==> config.mk <==
export PLATFORM = sky130hd
export DESIGN_NAME = aes_round_ctrl
export DESIGN_NICKNAME = d
export VERILOG_FILES = /design/src/rtl/aes_round_ctrl.sv
export SDC_FILE = /design/constraint.sdc
export NUM_CORES = 2
export LEC_CHECK = 0
export ABC_CLOCK_PERIOD_IN_PS = 20300
export BUFFER_PORTS_ARGS = -buffer_cell sky130_fd_sc_hd__buf_2
export CAP_MARGIN = 20
export CELL_PAD_IN_SITES_DETAIL_PLACEMENT = 0
export CELL_PAD_IN_SITES_GLOBAL_PLACEMENT = 2
export CORE_MARGIN = 3
export CORE_UTILIZATION = 30
export CTS_CLUSTER_SIZE = 40
export DETAILED_ROUTE_END_ITERATION = 6
export GPL_ROUTABILITY_DRIVEN = 0
export GPL_TIMING_DRIVEN = 0
export MAX_ROUTING_LAYER = met4
export PLACE_DENSITY_LB_ADDON = 0.1
export SLEW_MARGIN = 20
export SYNTH_ARGS = -nofsm -noshare
export SYNTH_HDL_FRONTEND = slang
export SYNTH_SLANG_ARGS = --single-unit
==> constraint.sdc <==
create_clock -name clk -period 20.3 [get_ports clk]
set_clock_uncertainty 0.2 [all_clocks]
set_input_delay 1.015 -clock clk [delete_from_list [all_inputs] [get_ports clk]]
set_output_delay 1.015 -clock clk [all_outputs]
set_load 0.01 [all_outputs]
==> src/rtl/aes_round_ctrl.sv <==
// ============================================================================
// Module   : aes_round_ctrl
// Purpose  : Sequences an external AES key generator, buffers the 11 round
//            keys and streams them to the round datapath over valid/ready.
// Revision : 1.0 - initial release
// ============================================================================
`default_nettype none

module aes_round_ctrl #(
    parameter int unsigned KR_TIMEOUT = 64
) (
    input  logic         clk,
    input  logic         rst_n,
    input  logic         start,
    input  logic         encode,
    input  logic [127:0] key,
    output logic         busy,
    output logic         done,
    output logic         err,
    output logic         kg_cipherready,
    output logic         kg_encode,
    output logic [127:0] kg_key,
    input  logic         kg_keyready,
    input  logic [127:0] kg_rkey,
    output logic         rk_valid,
    input  logic         rk_ready,
    output logic [127:0] rk_key,
    output logic [3:0]   rk_index,
    output logic         rk_last
);

    localparam int unsigned     TW        = $clog2(KR_TIMEOUT + 1);
    localparam logic [TW-1:0]   TMO_LIMIT = TW'(KR_TIMEOUT - 1);
    localparam logic [3:0]      LAST_SLOT = 4'd10;
    localparam int unsigned     NUM_SLOTS = 11;

    typedef enum logic [1:0] {
        S_IDLE    = 2'd0,
        S_LOAD    = 2'd1,
        S_COLLECT = 2'd2,
        S_ISSUE   = 2'd3
    } state_t;

    state_t          state_q, state_d;
    logic [3:0]      cnt_q, cnt_d;
    logic [TW-1:0]   tmo_q, tmo_d;
    logic [3:0]      idx_q, idx_d;
    logic            done_q, done_d;
    logic            err_q, err_d;
    logic            kg_encode_q, kg_encode_d;
    logic [127:0]    kg_key_q, kg_key_d;
    logic [127:0]    slots_q [0:NUM_SLOTS-1];

    logic            slot_we;
    logic [3:0]      slot_waddr;
    logic [127:0]    slot_wdata;

    assign busy           = (state_q != S_IDLE);
    assign done           = done_q;
    assign err            = err_q;
    assign kg_encode      = kg_encode_q;
    assign kg_key         = kg_key_q;
    assign rk_valid       = (state_q == S_ISSUE);
    assign rk_index       = idx_q;
    assign rk_key         = rk_valid ? slots_q[idx_q] : '0;
    // Final key is slot 10 going forward, slot 0 going backward.
    assign rk_last        = rk_valid &&
                            (kg_encode_q ? (idx_q == LAST_SLOT) : (idx_q == 4'd0));

    always_comb begin
        state_d        = state_q;
        cnt_d          = cnt_q;
        tmo_d          = tmo_q;
        idx_d          = idx_q;
        done_d         = 1'b0;
        err_d          = 1'b0;
        kg_encode_d    = kg_encode_q;
        kg_key_d       = kg_key_q;
        slot_we        = 1'b0;
        slot_waddr     = cnt_q;
        slot_wdata     = kg_rkey;
        kg_cipherready = 1'b0;

        case (state_q)
            S_IDLE: begin
                if (start) begin
                    kg_key_d    = key;
                    kg_encode_d = encode;
                    slot_we     = 1'b1;
                    slot_waddr  = 4'd0;
                    slot_wdata  = key;
                    state_d     = S_LOAD;
                end
            end
            S_LOAD: begin
                kg_cipherready = 1'b1;
                cnt_d          = 4'd1;
                tmo_d          = '0;
                state_d        = S_COLLECT;
            end
            S_COLLECT: begin
                if (kg_keyready) begin
                    slot_we = 1'b1;
                    tmo_d   = '0;
                    cnt_d   = cnt_q + 4'd1;
                    if (cnt_q == LAST_SLOT) begin
                        state_d = S_ISSUE;
                        idx_d   = kg_encode_q ? 4'd0 : LAST_SLOT;
                    end
                end else if (tmo_q == TMO_LIMIT) begin
                    err_d   = 1'b1;
                    tmo_d   = '0;
                    cnt_d   = 4'd0;
                    state_d = S_IDLE;
                end else begin
                    tmo_d = tmo_q + TW'(1);
                end
            end
            S_ISSUE: begin
                if (rk_ready) begin
                    if (rk_last) begin
                        done_d  = 1'b1;
                        idx_d   = 4'd0;
                        cnt_d   = 4'd0;
                        state_d = S_IDLE;
                    end else begin
                        idx_d = kg_encode_q ? (idx_q + 4'd1) : (idx_q - 4'd1);
                    end
                end
            end
            default: state_d = S_IDLE;
        endcase
    end

    always_ff @(posedge clk) begin
        if (!rst_n) begin
            state_q     <= S_IDLE;
            cnt_q       <= 4'd0;
            tmo_q       <= '0;
            idx_q       <= 4'd0;
            done_q      <= 1'b0;
            err_q       <= 1'b0;
            kg_encode_q <= 1'b0;
            kg_key_q    <= '0;
        end else begin
            state_q     <= state_d;
            cnt_q       <= cnt_d;
            tmo_q       <= tmo_d;
            idx_q       <= idx_d;
            done_q      <= done_d;
            err_q       <= err_d;
            kg_encode_q <= kg_encode_d;
            kg_key_q    <= kg_key_d;
        end
    end

    always_ff @(posedge clk) begin
        if (!rst_n) begin
            for (int i = 0; i < NUM_SLOTS; i++) begin
                slots_q[i] <= '0;
            end
        end else if (slot_we) begin
            slots_q[slot_waddr] <= slot_wdata;
        end
    end

endmodule

`default_nettype wire

### After elaboration in Yosys (flattened, before gate mapping)

Memory sizes are Yosys's and may differ from the RTL's. A register that Yosys moved wholly into a read port is not among the register bits.
Index checks and enable logic that the tools add are counted.

| storage, ports and cells | value |
|---|---|
| register bits | 148 |
| output and inout bits | 267 |
| bits in writable memories | 1408 |
| memories kept | 1 |

| operators by class | value |
|---|---|
| eq/ne operators | 13 |
| reductions and logical operators | 14 |
| $add $sub $neg | 4 |
| bitwise gates (word level) | 2 |
| mux-type cells | 43 |

Memory list:

| memory | depth | width | rd ports | clocked after memory_dff | wr ports | line | RTL |
|---|---|---|---|---|---|---|---|
| slots_q | 11 | 128 | 1 | 1 | 11 | 52 | `logic [127:0] slots_q [0:NUM_SLOTS-1];` |

Operators with widths:

| cell | count |
|---|---|
| $mux 128 | 4 |
| $reduce_or 128->1 | 1 |
| $mux 4 | 15 |
| $mux 7 | 2 |
| $pmux 7 s2 | 1 |
| $mux 2 | 6 |
| $pmux 4 s3 | 1 |
| $mux 1 | 11 |
| $add 4x1->4 const B | 2 |
| $eq 4x4->1 const B | 2 |
| $pmux 2 s4 | 1 |
| $pmux 4 s2 | 1 |
| $reduce_and 4->1 | 2 |
| $add 7x1->7 const B | 1 |
| $eq 7x6->1 const B | 1 |
| $ne 2x2->1 const B | 3 |
| $ne 3x3->1 const B | 2 |
| $reduce_bool 2->1 | 3 |
| $reduce_and 5->1 | 1 |
| $eq 2x2->1 const B | 2 |
| $logic_not 4->1 | 1 |
| $ne 2x1->1 const B | 2 |
| $sub 4x1->4 const B | 1 |
| $reduce_and 3->1 | 1 |
| 8 further kinds | 9 |

### Depth between registers and ports, before layout

| logic depth | value |
|---|---|
| word-level depth | 8 |
| gate-level depth with buffers | 10 |

### Least setup slack after synthesis

OpenSTA, ideal clock, no wires.

| timing | value |
|---|---|
| path type | input to register |
| start point | input kg_keyready |
| end point | memory slots_q[14][0], enable pin |
| library setup time | 772 ps |
| data arrival time | 9995 ps |
| stages | 3 |
| required time | 19328 ps |
| setup slack | 9333 ps |
| path buffers | 0 |
| cell sequence | o211a_1 -> nand3_2 -> nor3_1 |

RTL lines:

| what | line | RTL |
|---|---|---|
| start: declaration | 23 | `input logic kg_keyready,` |
| end: declaration | 52 |  |

### Worst setup path in the final report

| timing | value |
|---|---|
| start point | register state_q[1] |
| end point | output rk_key[124] |

| on the way | value |
|---|---|
| word-level cells in the longest chain between the ends | 2 |

RTL lines:

| what | line | RTL |
|---|---|---|
| start: declaration | 44 | `state_t state_q, state_d;` |
| start signal: assignment | 146 | `state_q <= state_d;` |
| $eq 2x2->1 | 63 | `assign rk_valid = (state_q == S_ISSUE);` |
| $mux 128 | 65 | `assign rk_key = rk_valid ? slots_q[idx_q] : '0;` |
| end: declaration | 27 | `output logic [127:0] rk_key,` |

Every way passes these cells.

==> flow_results.org <==
** STA
- Subtracting the final worst setup slack from the clock period gives 6.790 ns.
- For the final routed database, the setup TNS stands at 0 ns.
- At the pin with the least slew margin, the transition time is 1.201 ns.
- Final-report max-slew violation count :: 0
- Fin Hold WS :: between 0.15 and 0.2 ns
- Final Setup Violations :: 0
- Number of hold violations in the final report :: 0
- For this run, the top clock speed supported by timing is 0.1473 GHz.
- The final critical path takes up 33.45% of the cycle.
- Relative slew margins :: 19.97%
- Setup repair after global routing left no endpoint under its margin.

** Synth
- Number of warnings issued by yosys :: 0
- Among all flip-flop cells after synthesis, the most frequent one is sky130_fd_sc_hd__edfxtp_1.
- For this run, asynchronously set or reset flops after synthesis account for 0%.
- Number of cells produced by synthesis :: 6276
- In this run the cell area of the synthesized design comes to 91160 µm².
- The synthesized design contains 2200 register bits.
- Distinct cells, synth :: 53
- In this run, synthesis inferred 1920 flip-flops with an integrated enable.
- Of the synthesized area, sequential elements account for 69.39%.
- Synth Area per Inst :: 14.53 µm²
- Net Count, Synth :: 6550

** Hold path
- Along the worst hold path, the cell count comes to 2.
- Worst hold path endpoint :: done
- In this run the most critical hold path is launched from rk_ready.
- The tightest min-delay check is of the input pin to flop type.

** Clock network
- TritonCTS created approximately 270 clock buffers.
- The number of gates resized after CTS was 0.
- The number of setup buffers added after CTS is 0.
- CTS H-tree lvls :: 5
- For this design, the CTS-stage hold fixing added 0 buffers.
- In this run the deepest clock path goes through 4 buffers.
- TritonCTS built the clock tree.
- CTS saw 2200 sinks.
- After clock tree synthesis, the clock-pin slew on the worst setup and hold paths is 0.06 ns.
- The cell sitting at the root of the clock tree is a sky130_fd_sc_hd__clkbuf_16.
- For the worst-skew pair, the clock arrives at the later sink with an insertion delay of 0.87 ns.

** Floorplanning
- Once the floorplan was initialized, standard cells occupied a little under a third of the core.
- In this run the vertical extent of the chip is 557.3 µm.
- The die covers about 310000 µm².
- After floorplanning, the core was sized to cover between 300000 and 400000 µm².
- Ports :: ~530
- Overall die width :: between 500 and 600 µm
- Site row count :: 201

** Global routing
- For this run, the total global-route usage over all layers was measured as 24.81%.
- The number of antenna violations at the first check in global routing came to 40.
- Entering global routing, the biggest net connects 35 pins.
- Via count of the first global-routing pass :: 59950
- The first global-routing pass estimated 513400 µm of wire.
- The total overflow left after global routing is 0.

** Layout
- Area added between synthesis and finish :: 21.26%
- For this run, the share of the core covered by cells in the final layout is about 37%.
- Fraction of layout instances using a drive strength above 1 :: 25.12%
- Across the whole layout, storage elements account for between 60000 and 70000 µm².
- For this run, the post-layout net count is 7485.
- Leaving out fill and tap cells, the most frequent cell in the layout is sky130_fd_sc_hd__edfxtp_1.
- Summing all multi-input logic gate instances after layout gives around 25000 µm².
- In the layout the commonest cells are sky130_fd_sc_hd__edfxtp_1 (1920), sky130_fd_sc_hd__nor2_1 (1320), sky130_fd_sc_hd__buf_2 (616).
- Filler cells :: 29020

** Worst setup path
- STA classifies the critical path endpoint as an output pin.
- Kind of critical path :: flop to output pin
- Across all register-to-register paths, the minimum setup slack is 14.15 ns.
- Capturing point of the worst reg2reg path :: slots_q[8][92]
- In this run the worst path has a maximum fanout of 10.
- Critical path startpoint category :: flop
- R2r worst-path depth :: 11
- The startpoint identified for the worst register-to-register timing path is state_q[0].
- Worst EP arrival :: 5.58 ns
- STA puts the critical path data required time at around 19 ns.

** Power
- VDD sags by at most about 0.056 mV.
- In this run the static leakage power is 38.92 nW.
- In this run the power density over the cells is 106.5 nW/µm².

** Routing
- For this run, design rule violations remaining after detail routing come to 0.
- The routed design has 382000 µm of wire.
- In this run the remaining antenna-violating nets after routing total 0.
- Initial DRT Pass Iterations :: 6
- Dividing the detail-routed wire length by the instance count gives 33.47 µm.
- Total number of vias :: 59530
- The detailed router finished its first iteration with 6166 violations.
- In the routed layout, each cell is associated on average with a via count of 5.216.

** Placement
- Port buffer count :: 527
- The HPWL after detailed placement is approximately 270000 µm.

** Job
- The tool flagged a number of max-cap violations equal to 0.

** Outcome
- The run finished with clean final reports.
## logic make-up (layout without fill, tap and decap cells)
kind of cell / after synthesis / count (layout) / share of synthesized area (%)
mux: 663 / 663 / 13.04
buf+inv: 717 / 1872 / 3.102
fa+ha+maj: 12 / 12 / 0.1729
flops: 2200 / 2200 / 69.39
xor+xnor: 6 / 6 / 0.05764
compound gates: 743 / 743 / 5.324
other cells: 0 / 25 / 0
simple gates: 1935 / 1935 / 8.915
## stage by stage
step / setup slack (ns) / area (µm²) / power [mW] / instances
2_1_floorplan: 9.333 / 91160 / 6.150 / 6276
5_1_grt: 13.36 / 110500 / 12.18 / 11400
6_report: 13.51 / 110500 / 11.77 / 11410
4_1_cts: 13.44 / 110500 / 11.91 / 11390
3_3_place_gp: -6.834 / 98750 / 7.075 / 10760
3_5_place_dp: 13.89 / 101900 / 7.131 / 10900
## synth_stat cells, drive strengths merged (108+ instances only)
master | number | share of area (%)
and3 | 133 | 0.91
clkbuf | 469 | 1.9
a22oi | 138 | 1.1
dfxtp | 280 | 6.1
inv | 140 | 0.58
a21oi | 330 | 1.8
nor2 | 1328 | 5.5
or2 | 129 | 0.89
mux4 | 409 | 10
buf | 108 | 0.59
edfxtp | 1920 | 63
mux2i | 149 | 1.6
nand2 | 252 | 1.0
## final cells by class
| class | count | area share [%] |
|---|---|---|
| Sequential cell | 2200 | 57.22 |
| Clock inverter | 109 | 0.9485 |
| Timing Repair Buffer | 665 | 5.017 |
| Tap cell | 3958 | 4.480 |
| Inverter | 140 | 0.4754 |
| Multi-Input combinational cell | 3359 | 22.81 |
| Clock buffer | 381 | 6.802 |
| Buffer | 577 | 2.186 |
| Antenna cell | 25 | 0.05659 |
## flip-flops by register name, indices dropped and copies added (netlist names), named ones only
name       flops
state_q        2
err            1
rk_index       4
done           1
tmo_q          7
slots_q     2048
kg_key       128
kg_encode      1
cnt_q          4
## power by group
part | internal, mW | switching, mW
Combinational | 0.506 | 1.27
Sequential | 5.16 | 0.0691
Clock | 2.76 | 2.01
## routing by layer
layer | global-route usage, % | part of all wire [%]
met5 | - | 0
met4 | 5.917 | 2.3
met3 | 3.574 | 6.1
met2 | 39.20 | 47
met1 | 33.82 | 44
## how the worst max path moves through the flow
stage / startpoint / end / slack [ns] / cells after the start
6_report: state_q[1] / rk_key[124] / 13.51 / 10
2_1_floorplan: kg_keyready / slots_q[14][0] / 9.33 / 3
3_5_place_dp: start / slots_q[9][63] / 13.89 / 9
5_1_grt: state_q[1] / rk_key[113] / 13.36 / 10
3_3_place_gp: start / slots_q[14][64] / -6.83 / 4
4_1_cts: state_q[1] / rk_key[96] / 13.44 / 10
## critical path, cell delays in order, from the launching register on
cell and delay [ns]:
sky130_fd_sc_hd__dfxtp_1 0.43, sky130_fd_sc_hd__ha_1 0.34, sky130_fd_sc_hd__buf_2 0.38, sky130_fd_sc_hd__nand2_1 0.31, sky130_fd_sc_hd__clkbuf_1 0.45, sky130_fd_sc_hd__nor2_4 0.57, sky130_fd_sc_hd__clkbuf_1 0.78, sky130_fd_sc_hd__clkbuf_1 0.79
sky130_fd_sc_hd__a22oi_1 0.22, sky130_fd_sc_hd__nand2_1 0.24, sky130_fd_sc_hd__buf_2 0.17
Power figures use the tool's default switching activity.
